`config.mk`:
```
export PLATFORM = sky130hd
export DESIGN_NAME = nes_rom_loader
export DESIGN_NICKNAME = d
export VERILOG_FILES = /design/src/rtl/nes_rom_loader.sv
export SDC_FILE = /design/constraint.sdc
export NUM_CORES = 1
export LEC_CHECK = 0
export BUFFER_PORTS_ARGS = -buffer_cell sky130_fd_sc_hd__buf_2
export CORE_MARGIN = 2
export CORE_UTILIZATION = 50
export CTS_BUF_LIST = sky130_fd_sc_hd__clkbuf_4 sky130_fd_sc_hd__clkbuf_8
export DETAILED_ROUTE_END_ITERATION = 7
export HOLD_SLACK_MARGIN = 0.05
export PLACE_DENSITY = 0.75
export SKIP_LAST_GASP = 1
export SLEW_MARGIN = 10
export SYNTH_ARGS = -nofsm -noshare
export SYNTH_HDL_FRONTEND = slang
export SYNTH_SLANG_ARGS = --single-unit
```
`constraint.sdc`:
```
create_clock -name clk_85_9 -period 2.7 [get_ports clk_85_9]
set_clock_uncertainty 0.2 [all_clocks]
set_input_delay 0.81 -clock clk_85_9 [delete_from_list [all_inputs] [get_ports clk_85_9]]
set_output_delay 0.81 -clock clk_85_9 [all_outputs]
set_load 0.02 [all_outputs]
```
`src/rtl/nes_rom_loader.sv`:
```
// nes_rom_loader
//   Producer side of the SDRAM channel-0 loader path. It takes 32-bit
//   big-endian words from the APF bridge during a ROM download and buffers
//   them in a small FIFO. The words are split into bytes, most significant
//   byte first. The first 16 stream bytes (the iNES header) can be captured
//   into a register instead of being written. Every other byte is written
//   to SDRAM, one strobe at a time, and each write waits for the channel
//   busy flag to be low.
//
// Ports
//   clk_85_9              SDRAM-domain clock; all logic runs on its rising edge
//   reset_n               asynchronous active-low reset
//   dl_start / dl_end     one-cycle pulses that open and close a download
//   bridge_wr/bridge_data incoming stream word; [31:24] is first in stream order
//   bridge_ready          FIFO can accept a word this cycle
//   mem_busy              SDRAM ch0 busy
//   downloading           download session active
//   loader_busy           FIFO non-empty or a byte still in flight
//   loader_addr_mem       byte address of the current payload write
//   loader_write_mem      one-cycle write strobe
//   loader_write_data_mem byte to write, valid with the strobe
//   header                captured header; stream byte 0 at [7:0]
//   header_valid          header bytes 0..3 are 4E 45 53 1A
//   overrun               sticky: a word was dropped because the FIFO was full

module nes_rom_loader #(
    parameter int unsigned FIFO_DEPTH   = 4,
    parameter int unsigned STRIP_HEADER = 1
) (
    input  logic         clk_85_9,
    input  logic         reset_n,
    input  logic         dl_start,
    input  logic         dl_end,
    input  logic         bridge_wr,
    input  logic [31:0]  bridge_data,
    output logic         bridge_ready,
    input  logic         mem_busy,
    output logic         downloading,
    output logic         loader_busy,
    output logic [21:0]  loader_addr_mem,
    output logic         loader_write_mem,
    output logic [7:0]   loader_write_data_mem,
    output logic [127:0] header,
    output logic         header_valid,
    output logic         overrun
);

    localparam int unsigned PtrW = $clog2(FIFO_DEPTH);
    localparam int unsigned CntW = PtrW + 1;

    // iNES magic "NES\x1A" as it lands in header[31:0] (byte 0 in the low lane)
    localparam logic [31:0] InesMagic = 32'h1A53454E;

    typedef enum logic [2:0] {
        StIdle,
        StFetch,
        StByte,
        StWrite,
        StGap
    } state_e;

    state_e         state_q;

    logic [31:0]    fifo_mem_q [FIFO_DEPTH];
    logic [PtrW-1:0] wr_ptr_q;
    logic [PtrW-1:0] rd_ptr_q;
    logic [CntW-1:0] count_q;

    logic [31:0]    shifter_q;
    logic [2:0]     byte_idx_q;   // bytes of the current word already consumed
    logic [4:0]     byte_cnt_q;   // stream byte counter, saturates at 16
    logic [127:0]   header_q;
    logic           header_valid_q;
    logic           overrun_q;
    logic [21:0]    addr_q;
    logic           write_q;
    logic [7:0]     wdata_q;
    logic           downloading_q;
    logic           end_pending_q;

    logic fifo_full;
    logic fifo_empty;
    logic push;
    logic pop;
    logic hdr_byte;

    assign fifo_full  = (count_q == CntW'(FIFO_DEPTH));
    assign fifo_empty = (count_q == '0);

    // A word arriving alongside dl_start belongs to no session and is dropped.
    assign push = bridge_wr & downloading_q & ~fifo_full & ~dl_start;
    assign pop  = (state_q == StFetch) & ~fifo_empty & ~dl_start;

    assign hdr_byte = (STRIP_HEADER != 0) && (byte_cnt_q < 5'd16);

    // FIFO storage needs no reset; occupancy is tracked by count_q.
    always_ff @(posedge clk_85_9) begin
        if (push) begin
            fifo_mem_q[wr_ptr_q] <= bridge_data;
        end
    end

    always_ff @(posedge clk_85_9 or negedge reset_n) begin
        if (!reset_n) begin
            state_q        <= StIdle;
            wr_ptr_q       <= '0;
            rd_ptr_q       <= '0;
            count_q        <= '0;
            shifter_q      <= '0;
            byte_idx_q     <= '0;
            byte_cnt_q     <= '0;
            header_q       <= '0;
            header_valid_q <= 1'b0;
            overrun_q      <= 1'b0;
            addr_q         <= '0;
            write_q        <= 1'b0;
            wdata_q        <= '0;
            downloading_q  <= 1'b0;
            end_pending_q  <= 1'b0;
        end else if (dl_start) begin
            // A new session flushes everything, even mid-payload.
            state_q        <= StIdle;
            wr_ptr_q       <= '0;
            rd_ptr_q       <= '0;
            count_q        <= '0;
            shifter_q      <= '0;
            byte_idx_q     <= '0;
            byte_cnt_q     <= '0;
            header_q       <= '0;
            header_valid_q <= 1'b0;
            overrun_q      <= 1'b0;
            addr_q         <= '0;
            write_q        <= 1'b0;
            wdata_q        <= '0;
            downloading_q  <= 1'b1;
            end_pending_q  <= 1'b0;
        end else begin
            write_q <= 1'b0;

            // Becomes valid one cycle after header byte 3 has been stored.
            header_valid_q <= (byte_cnt_q >= 5'd4) && (header_q[31:0] == InesMagic);

            if (push) begin
                wr_ptr_q <= wr_ptr_q + PtrW'(1);
            end
            if (pop) begin
                rd_ptr_q <= rd_ptr_q + PtrW'(1);
            end
            case ({push, pop})
                2'b10:   count_q <= count_q + CntW'(1);
                2'b01:   count_q <= count_q - CntW'(1);
                default: count_q <= count_q;
            endcase

            if (bridge_wr && downloading_q && fifo_full) begin
                overrun_q <= 1'b1;
            end
            if (dl_end && downloading_q) begin
                end_pending_q <= 1'b1;
            end

            case (state_q)
                StIdle: begin
                    if (downloading_q) begin
                        state_q <= StFetch;
                    end
                end

                StFetch: begin
                    if (!fifo_empty) begin
                        shifter_q  <= fifo_mem_q[rd_ptr_q];
                        byte_idx_q <= '0;
                        state_q    <= StByte;
                    end else if (end_pending_q) begin
                        // Host is done and everything it sent has been written.
                        downloading_q <= 1'b0;
                        end_pending_q <= 1'b0;
                        state_q       <= StIdle;
                    end
                end

                StByte: begin
                    shifter_q  <= {shifter_q[23:0], 8'h00};
                    byte_idx_q <= byte_idx_q + 3'd1;
                    if (byte_cnt_q < 5'd16) begin
                        byte_cnt_q <= byte_cnt_q + 5'd1;
                    end
                    if (hdr_byte) begin
                        header_q[{byte_cnt_q[3:0], 3'b000} +: 8] <= shifter_q[31:24];
                        state_q <= (byte_idx_q == 3'd3) ? StFetch : StByte;
                    end else begin
                        wdata_q <= shifter_q[31:24];
                        state_q <= StWrite;
                    end
                end

                StWrite: begin
                    if (!mem_busy) begin
                        write_q <= 1'b1;
                        state_q <= StGap;
                    end
                end

                StGap: begin
                    // The strobe is visible during this cycle with the old
                    // address, so the increment lands after the write.
                    addr_q  <= addr_q + 22'd1;
                    state_q <= (byte_idx_q == 3'd4) ? StFetch : StByte;
                end

                default: begin
                    state_q <= StIdle;
                end
            endcase
        end
    end

    assign bridge_ready          = downloading_q & ~fifo_full;
    assign downloading           = downloading_q;
    assign loader_busy           = ~fifo_empty | (state_q == StByte) |
                                   (state_q == StWrite) | (state_q == StGap);
    assign loader_addr_mem       = addr_q;
    assign loader_write_mem      = write_q;
    assign loader_write_data_mem = wdata_q;
    assign header                = header_q;
    assign header_valid          = header_valid_q;
    assign overrun               = overrun_q;

endmodule

```
==> results by group, run 1 <==
Yosys
  • Most common cell in the netlist: dfrtp_1
  • Library cells used by synthesis: between 60 and 70
  • FFs w/ async S/R, synth: 62.5%
  • Synth Warn #: 0
  • Top cell type's share of synthesized area: a little under two fifths
  • Synth Net Count: between 1000 and 1500
  • Mapped Area: roughly 0.015 mm^2
  • Synth Area per Inst: 13.2 um^2
  • Seq/Total Area, Yosys: a little over three fifths
  • EDFF count, synth: 128
  • Syn Inst Count: 1099
  • Commonest cells in the netlist: dfrtp_1, edfxtp_1, nand2_1, nor2_1, mux2i_1
  • Cell taking the most area after synthesis: dfrtp_1
  • Yosys reg bits: roughly 340
  • Ranking of synthesized cells by area: dfrtp_1, edfxtp_1, mux4_2, mux2i_1, a22o_1
  • Synth Flop Type: dfrtp_1

Global routing
  • First-pass GRT wire length: between 50000 and 60000 um
  • Largest net degree at the start of global routing: between 50 and 60
  • Initial antenna violation count: 1
  • Vias in the first global route: between 9000 and 10000
  • Overflow left after global routing: 0
  • GRT Total Usage: between 20% and 30%

STA
  • Rel. slew slack: between 40% and 50%
  • Final Cycle Share: 108%
  • Final hold viol count: 0
  • Pin slew with the least headroom to its limit: slightly above 800 ps
  • Maximum clock frequency: 344 MHz
  • Max-slew violations: 0
  • Slack of the critical path: -204 ps
  • Fin crit period: roughly 2900 ps
  • Unrepaired setup endpoints after global routing: yes
  • # setup viols final: 1

Layout
  • Diode count: 0
  • Layout cells sized above 1: 30.2%
  • Fillers: between 2000 and 2500
  • Post-route cell area: approximately 0.017 mm^2
  • NumNets Final: ~1400
  • Area grow syn2layout: 19.9%

Place
  • Port Buffers: 201
  • HPWL Detailed: between 20000 and 25000 um
  • Final Wtd Congestion: ~0.84
  • Dpl cell area: 0.0163 mm^2

Setup path
  • Crit path depth: 3
  • Reg2Reg Setup Slack: 170 ps
  • Critical Path End: loader_busy
  • CP peak stage delay: 410 ps
  • Critical Path Sink Type: output port
  • Reg2reg end: header[114]
  • CP startpoint: count_q[0]
  • Critical Path, Cell by Cell: or3_4 -> or3_4 -> buf_6
  • Worst reg-to-reg path cell count: 7
  • Slowest cell on crit path: dfrtp_2
  • Reg2reg start: state_q[2]
  • WP data arrival: about 1900 ps
  • Setup crit start kind: flip-flop
  • Worst-path maximum fanout: 2
  • Buf/Inv on CP: 1
  • Top delay family on crit path: simple AND/OR/NAND/NOR gates
  • CP Data Required Time: around 1700 ps
  • Cell mode on critical path: or3_4
  • CP Class: flip-flop to output port

Pwr
  • Pleak: 7.74 nW
  • Worst VDD drop: 0.585 mV
  • Power, Total: around 13 mW
  • PwrDens: about 750 mW/mm^2

Routing
  • Drt pass-1 iters: 5
  • Post-DRT Antenna Nets: 0
  • Via count: 9990
  • Post-route DRC: 0
  • DR iter-0 viols: just over 700
  • DR vias/cell: 5.64
  • Post-Route WL: 34200 um
  • Wirelength per Cell: around 19 um

Clock network
  • Clk sinks: 341
  • CTS tree: yes
  • CTS clk-pin slew, worst paths: 60 ps
  • Skew-Pair Late Insertion Delay: 590 ps
  • Clk root buf: clkbuf_8
  • H-tree levels: 2
  • CTS max path bufs: 3
  • CTS Buf Count: 54

Status
  • Violated checks: negative setup slack
  • Status: finished with violations

Run
  • Number of max-cap violations: 0

Floorplan
  • DIE AREA: between 0.03 and 0.04 mm^2
  • IO Count: 202
  • DIE WIDTH: 174 um
  • Core Area: 0.0286 mm^2
  • Initial Util: 50.7%
  • Die Height: between 150 and 200 um
  • Row count: between 60 and 70

Min path
  • Worst min path class: input pin to flip-flop
  • Hold path depth: 1
[layout make-up]
| cell class | count | area (um^2) | share of cell area [%] |
|---|---|---|---|
| Multi-Input combinational cell | 675 | 5010 | 28.8 |
| Timing Repair Buffer | 268 | 1630 | 9.37 |
| Clock inverter | 17 | 111 | 0.641 |
| Clock buffer | 76 | 933 | 5.37 |
| Tap cell | 384 | 480 | 2.76 |
| Sequential cell | 341 | 9180 | 52.8 |
| Inverter | 10 | 37.5 | 0.216 |
[worst min path at each step]
stage                    from               end  slack (ps)
4_1_cts        bridge_data[3]  fifo_mem_q[3][3]         210
3_3_place_gp       header[62]        header[62]         280
2_1_floorplan    shifter_q[0]      shifter_q[0]         300
3_5_place_dp       header[41]        header[41]         290
5_1_grt        bridge_data[3]  fifo_mem_q[3][3]         210
6_report       bridge_data[3]  fifo_mem_q[3][3]         230
[registers in the layout (all words and copies together) (netlist names)]
name	count
fifo_mem_q	128
header	128
shifter_q	32
loader_addr_mem	22
loader_write_data_mem	8
byte_cnt_q	5
byte_idx_q	3
count_q	3
state_q	3
rd_ptr_q	2
wr_ptr_q	2
downloading	1
end_pending_q	1
header_valid	1
loader_write_mem	1
overrun	1
[per-stage QoR]
| step | util [%] | cells | worst slack (ps) | hold WS [ps] | setup TNS (ps) |
|---|---|---|---|---|---|
| CTS | 60.6 | 1768 | -210 | 208 | -293 |
| floorplan | - | 1099 | -98.5 | 302 | -98.5 |
| global route | 60.7 | 1771 | -236 | 209 | -236 |
| global placement | 56.8 | 1671 | 146 | 284 | 0 |
| finish | 60.7 | 1771 | -204 | 228 | -204 |
| detailed placement | 56.8 | 1671 | 127 | 288 | 0 |
[per-layer routing]
metal | vias to the layer above | wire length (um) | GRT usage (%)
li1 | 4551 | - | -
met1 | 4999 | 14400 | 30.8
met2 | 370 | 16600 | 36.8
met3 | 68 | 2220 | 3.72
met4 | 2 | 961 | 8.05
met5 | - | 13 | 0
[power breakdown]
| part | total, mW | switching, mW | internal, mW |
|---|---|---|---|
| clock network | 4.25 | 1.94 | 2.31 |
| logic | 2.73 | 1.60 | 1.12 |
| registers | 6.15 | 0.375 | 5.77 |
[layout by cell type (no fill, tap or decap), types with 7 or more instances in the layout]
master	n
nand2b_1	54
o31ai_1	8
a211oi_1	24
buf_2	198
mux2i_1	66
a21oi_1	58
mux4_2	32
clkbuf_8	59
nand3_1	10
ha_1	12
nand2_1	96
nand3b_1	18
edfxtp_1	128
or4_1	10
buf_12	8
o21ai_0	26
xnor2_1	8
a22o_1	48
inv_1	10
dfrtp_1	209
nand4_1	10
clkinv_1	8
nor2b_1	7
clkbuf_4	18
nor2_1	83
xor2_1	8
buf_4	59
[repair_timing]
item,4_1_cts,5_1_grt
hold endpoints to repair,33,0
gates resized for setup,6,3
pin swaps,2,0
hold buffers,1,0
buffers inserted,3,3
endpoints found under the setup margin,1,2
[logic make-up after synthesis]
kind of cell / synth area share [%]
muxes: 9.68
buffers and inverters: 2.37
adders and majority gates: 1.17
xor gates and xnor gates: 0.966
AOI/OAI and AO/OA: 9.32
DFF: 63.2
and+or+nand+nor: 13.2
(Power assumes the default switching activity.)
==> run 2: changes to the inputs <==
--- a/config.mk
+++ b/config.mk
@@ -5,6 +5,7 @@
 export SDC_FILE = /design/constraint.sdc
 export NUM_CORES = 1
 export LEC_CHECK = 0
+export ABC_AREA = 1
 export BUFFER_PORTS_ARGS = -buffer_cell sky130_fd_sc_hd__buf_2
 export CORE_MARGIN = 2
 export CORE_UTILIZATION = 50
==> run 2 against run 1 <==
Effect of this change:
- the flow now finishes without violations
- via count increased by 20%
- critical path depth unchanged
- fmax increased by 9.6%
- sequential share of layout area decreased by 0.51 points
- largest cell class unchanged
- critical endpoint unchanged
- area after synthesis increased by 1.9%
- highest routed layer unchanged
==> results by group, run 2 <==
Place
  • Dpl cell area: 0.0163 mm^2
  • Pre-CTS setup slack: 140 ps
  • HPWL Detailed: 25200 um
  • Final Wtd Congestion: approximately 0.93
  • Port Buffers: 201

Pwr
  • Internal power: ~9.6 mW
  • Combinational fraction of design power: 24.1%
  • PwrDens: slightly above 800 mW/mm^2
  • Worst VDD drop: approximately 0.50 mV
  • Reg power frac: between 40% and 50%
  • Psw: ~4.9 mW
  • Clk pwr share: approximately a third
  • Pleak: around 8.1 nW
  • Switching Share: between 30% and 40%

Clock network
  • CTS tree: yes
  • CTS clk-pin slew, worst paths: around 60 ps
  • CTS max path bufs: 3
  • H-tree levels: 2
  • Skew-Pair Late Insertion Delay: 590 ps
  • Clk sinks: between 300 and 400
  • Clk root buf: clkbuf_8
  • CTS Buf Count: 55

Yosys
  • Most common cell in the netlist: nand2_1
  • Top cell type's share of synthesized area: around 36%
  • Library cells used by synthesis: between 40 and 50
  • Mapped Area: ~0.015 mm^2
  • Synth Net Count: between 1500 and 2000
  • EDFF count, synth: ~130
  • Yosys reg bits: 341
  • Commonest cells in the netlist: nand2_1, dfrtp_1, nand3_1, o21ai_0, nor2_1
  • Syn Inst Count: approximately 1500
  • Synth Area per Inst: between 9 and 10 um^2
  • FFs w/ async S/R, synth: between 60% and 70%
  • Ranking of synthesized cells by area: dfrtp_1, edfxtp_1, nand2_1, nand3_1, o21ai_0
  • Synth Warn #: 0
  • Seq/Total Area, Yosys: slightly above 60%
  • Synth Flop Type: dfrtp_1
  • Cell taking the most area after synthesis: dfrtp_1

Global routing
  • Vias in the first global route: 11274
  • Overflow left after global routing: 0
  • GRT Total Usage: about a quarter
  • Initial antenna violation count: 5
  • Largest net degree at the start of global routing: 68
  • First-pass GRT wire length: 59500 um

Routing
  • Post-Route WL: between 30000 and 40000 um
  • DR iter-0 viols: 1149
  • Via count: around 12000
  • Post-DRT Antenna Nets: 0
  • DR vias/cell: about 5.5
  • Wirelength per Cell: between 15 and 20 um
  • Post-route DRC: 0
  • Drt pass-1 iters: 6

STA
  • Fin crit period: between 2000 and 3000 ps
  • Final Cycle Share: 98.1%
  • Max-slew violations: 0
  • Maximum clock frequency: 377 MHz
  • Slack of the critical path: around 51 ps
  • Unrepaired setup endpoints after global routing: no
  • Rel. slew slack: 53.3%
  • Pin slew with the least headroom to its limit: between 700 and 800 ps
  • Final hold viol count: 0
  • # setup viols final: 0

Floorplan
  • IO Count: a little over 200
  • Row count: 62
  • DIE WIDTH: 176 um
  • DIE AREA: ~0.031 mm^2
  • Initial Util: 51.1%
  • Core Area: about 0.029 mm^2
  • Die Height: between 150 and 200 um

Setup path
  • Setup crit start kind: flip-flop
  • WP data arrival: approximately 1600 ps
  • CP Data Required Time: roughly 1700 ps
  • Reg2Reg Setup Slack: between 200 and 300 ps
  • Worst-path maximum fanout: 3
  • CP Class: flip-flop to output port
  • Critical Path Sink Type: output port
  • Worst reg-to-reg path cell count: 9

Layout
  • Most common cell after layout, fill and taps aside: nand2_1
  • Fillers: 2326
  • Layout cells sized above 1: between 20% and 30%
  • NumNets Final: around 1800
  • Commonest non-fill, non-tap cells in the layout: nand2_1, dfrtp_1, nand3_1
  • Area grow syn2layout: 18.7%
  • Post-route cell area: approximately 0.018 mm^2

Min path
  • Worst min path class: input pin to flip-flop
  • Hold path depth: 2

Status
  • Status: complete, no violations

Run
  • Number of max-cap violations: 0
==> run 2: changes by cell type after synthesis, sizes merged, moves of 54 or more <==
cell,before,now
inv,10,81
mux2i,66,0
nand2,97,363
nand2b,54,0
nand3,10,210
nor2,85,149
o21ai,26,158
==> run 2: what timing repair did <==
item | in CTS | in global routing
resized for setup | 1 | 1
cloned | 0 | 0
setup buffers | 0 | 0
endpoints found under the hold margin | 50 | 0
endpoints found under the setup margin | 1 | 1
hold buffers | 1 | 0
==> run 2: layout make-up <==
cell class / instances / area (um^2) / share of cell area [%]
clock inverters: 20 / 176 / 1.01
multi-input cells: 1026 / 5000 / 28.5
flip-flops and latches: 341 / 9180 / 52.3
clock buffers: 79 / 1000 / 5.70
diodes: 2 / 5.00 / 0.0285
inverters: 83 / 320 / 1.83
well taps: 384 / 480 / 2.74
repair buffers: 239 / 1390 / 7.92
==> run 2: path summary, 6_finish.rpt <==
check	start	to
worst max-delay path	count_q[0]	loader_busy
min in group asynchronous	reset_n	loader_addr_mem[13]
max in group asynchronous	reset_n	header[71]
worst min register to register	header[82]	header[82]
worst max register to register	byte_cnt_q[1]	header[17]
worst min-delay path	mem_busy	state_q[2]
==> run 2: critical path: stages, from the launching register on <==
cell and delay (ps):
dfrtp_1 440, nor3_4 270, nand3_1 150, buf_2 190
==> run 2: layer usage <==
layer / GRT usage, % / up-vias / part of all wire, %
met2: 39.6 / 481 / 48
li1: - / 5645 / -
met4: 8.33 / 6 / 2.9
met5: 0 / - / 0.090
met3: 4.72 / 88 / 7.6
met1: 32.7 / 5755 / 42
==> run 2: cell families after synthesis <==
logic type | share of synthesized area [%]
flip-flops | 62.1
multiplexers | 0.609
XOR/XNOR | 0.119
AO/OA/AOI/OAI | 7.69
AND/OR/NAND/NOR | 24.1
buffers and inverters | 4.24
adder cells (fa/ha/maj) | 1.15
==> run 2: through the flow <==
step	hold slack (ps)	utilization, %	setup TNS, ps	instances	power (mW)
floorplan	248	-	-22440	1514	8.54
CTS	193	60.6	0	2172	14.4
finish	215	60.7	0	2174	14.4
global route	205	60.6	0	2172	15.1
detailed placement	255	56.5	0	2072	9.73
global placement	255	56.5	0	2072	9.65
==> run 2: power by group through the flow <==
| stage | logic [mW] | registers [mW] | clock network [mW] |
|---|---|---|---|
| 3_3_place_gp | 3.35 | 6.29 | 0 |
| 3_5_place_dp | 3.42 | 6.31 | 0 |
| 2_1_floorplan | 2.18 | 6.36 | 0 |
| 5_1_grt | 3.82 | 6.28 | 5.01 |
| 6_report | 3.47 | 6.24 | 4.70 |
| 4_1_cts | 3.44 | 6.22 | 4.77 |
==> run 3: changes to the inputs <==
==> constraint.sdc (replaced) <==
create_clock -name clk_85_9 -period 2.7 [get_ports clk_85_9]
set_clock_uncertainty 0.2 [all_clocks]
set_input_delay 0.405 -clock clk_85_9 [delete_from_list [all_inputs] [get_ports clk_85_9]]
set_output_delay 0.405 -clock clk_85_9 [all_outputs]
set_load 0.02 [all_outputs]
==> run 3 against run 2 <==
Effect of this change:
- via count grew 0.40%
- clock power decreased by 3%
- register-to-register slack better by 70 ps
- sequential share of layout area is 0.85 points lower
- cell count increased by 1.4%
- sequential power hardly changed
- largest cell class unchanged
- die area did not move
- total power decreased by 0.70%
- combinational power about the same
==> results by group, run 3 (synthesis gave the netlist of run 2 again) <==
Status
  • Status: complete, no violations

Routing
  • Post-DRT Antenna Nets: 0
  • DR vias/cell: 5.46
  • Post-route DRC: 0
  • Drt pass-1 iters: 7
  • DR iter-0 viols: 1129
  • Wirelength per Cell: 17.3 um
  • Via count: approximately 12000
  • Post-Route WL: ~38000 um

Run
  • Number of max-cap violations: 0

Floorplan
  • DIE AREA: between 0.03 and 0.04 mm^2
  • Die Height: approximately 180 um
  • DIE WIDTH: between 150 and 200 um
  • Initial Util: 51.1%
  • IO Count: 202
  • Row count: between 60 and 70
  • Core Area: about 0.029 mm^2

Layout
  • NumNets Final: between 1500 and 2000
  • Commonest non-fill, non-tap cells in the layout: nand2_1, dfrtp_1, nand3_1
  • Non-filler cells in the finished layout: about 2200
  • Area grow syn2layout: 20.7%
  • Most common cell after layout, fill and taps aside: nand2_1
  • Layout cells sized above 1: around 21%

STA
  • Unrepaired setup endpoints after global routing: no
  • Final hold viol count: 0
  • Pin slew with the least headroom to its limit: approximately 700 ps
  • # setup viols final: 0
  • Rel. slew slack: 53.1%
  • Max-slew violations: 0
  • Final Cycle Share: about nine tenths
  • Maximum clock frequency: 414 MHz
  • Fin crit period: roughly 2400 ps

Setup path
  • WP data arrival: 1810 ps
  • CP Data Required Time: between 2000 and 2500 ps
  • Setup crit start kind: flip-flop
  • CP peak stage delay: about 430 ps
  • CP Class: flip-flop to output port
  • Worst-path maximum fanout: 8
  • Critical Path Sink Type: output port
  • Slowest cell on crit path: dfrtp_1
  • Critical Path, Cell by Cell: nor2_1 -> nand2_1 -> nand3_1 -> buf_2

Clock network
  • Hold Buf Count CTS: 38
  • CTS tree: yes
  • Clk root buf: clkbuf_8
  • CTS resizes: 0
  • CTS max path bufs: 3
  • Clk sinks: around 340
  • CTS Buf Count: 55
  • Skew-Pair Late Insertion Delay: approximately 600 ps
  • CTS clk-pin slew, worst paths: ~60 ps
  • Setup bufs post-CTS: 0
  • H-tree levels: 2

Global routing
  • First-pass GRT wire length: approximately 60000 um
  • Vias in the first global route: ~11000
  • GRT Total Usage: approximately a quarter
  • Initial antenna violation count: 1
  • Largest net degree at the start of global routing: 111
  • Overflow left after global routing: 0

Place
  • Final Wtd Congestion: around 0.86
  • Placed Cells: roughly 2100
  • Port Buffers: 201
  • HPWL Detailed: between 20000 and 30000 um

Pwr
  • Pleak: around 8 nW
  • Power, Total: between 10 and 15 mW
  • Worst VDD drop: around 0.75 mV
  • PwrDens: roughly 800 mW/mm^2

Min path
  • Worst min path class: input pin to async pin
[run 3: changes by cell type in the layout (fill, tap and decap cells not counted), moves of 2 or more]
cell / change
dlygate4sd3_1: +37
buf_4: -9
clkbuf_8: +3
clkinv_1: +3
bufinv_16: -2
clkbuf_4: -2
inv_6: -2
[run 3: per-layer routing]
metal	routed length (um)	track usage, %	vias up
met3	2480	4.24	81
met2	18900	41.8	431
li1	-	-	5700
met1	15600	32.2	5811
met5	0	0	-
met4	1040	8.47	0
[run 3: final cells by class]
class / instances / area [um^2]
multi-input cells: 1026 / 4990
diodes: 1 / 2.50
inverters: 83 / 320
flip-flops and latches: 341 / 9180
clock buffers: 80 / 1030
well taps: 384 / 480
clock inverters: 21 / 133
repair buffers: 268 / 1710
fillers: 2382 / 11100
[run 3: final timing paths]
check                               from            endpoint  slack, ps  cells after the start
setup reg to reg           byte_cnt_q[1]         header[114]        320                      9
hold reg to reg               header[84]          header[84]        270                      2
max in group asynchronous        reset_n          header[90]       1430                      3
hold / removal                   reset_n  loader_addr_mem[8]        190                      2
min in group clk_85_9         header[84]          header[84]        270                      2
setup / recovery              state_q[1]         loader_busy        280                      4
[run 3: critical path, delay by kind of cell (launching register included)]
family,cells,cell delay [ps]
buffers and inverters,1,190
AND/OR/NAND/NOR,3,590
flip-flops,1,430
[run 3: per-stage QoR]
stage / setup WS [ps] / hold slack, ps / utilization, % / cell area (um^2) / setup TNS (ps)
global placement: 490 / 227 / 56.3 / 16300 / 0
detailed placement: 356 / 232 / 56.3 / 16300 / 0
global route: 141 / 213 / 61.7 / 17800 / 0
floorplan: -270 / -90.6 / - / 14800 / -34550
CTS: 263 / 188 / 61.6 / 17800 / 0
finish: 284 / 189 / 61.7 / 17800 / 0
[run 3: power by group]
part	leakage [nW]	total, mW	switching (mW)	internal [mW]
sequential	4.11	6.22	0.304	5.92
clock	0.616	4.58	2.04	2.54
combinational	3.47	3.49	2.51	0.987
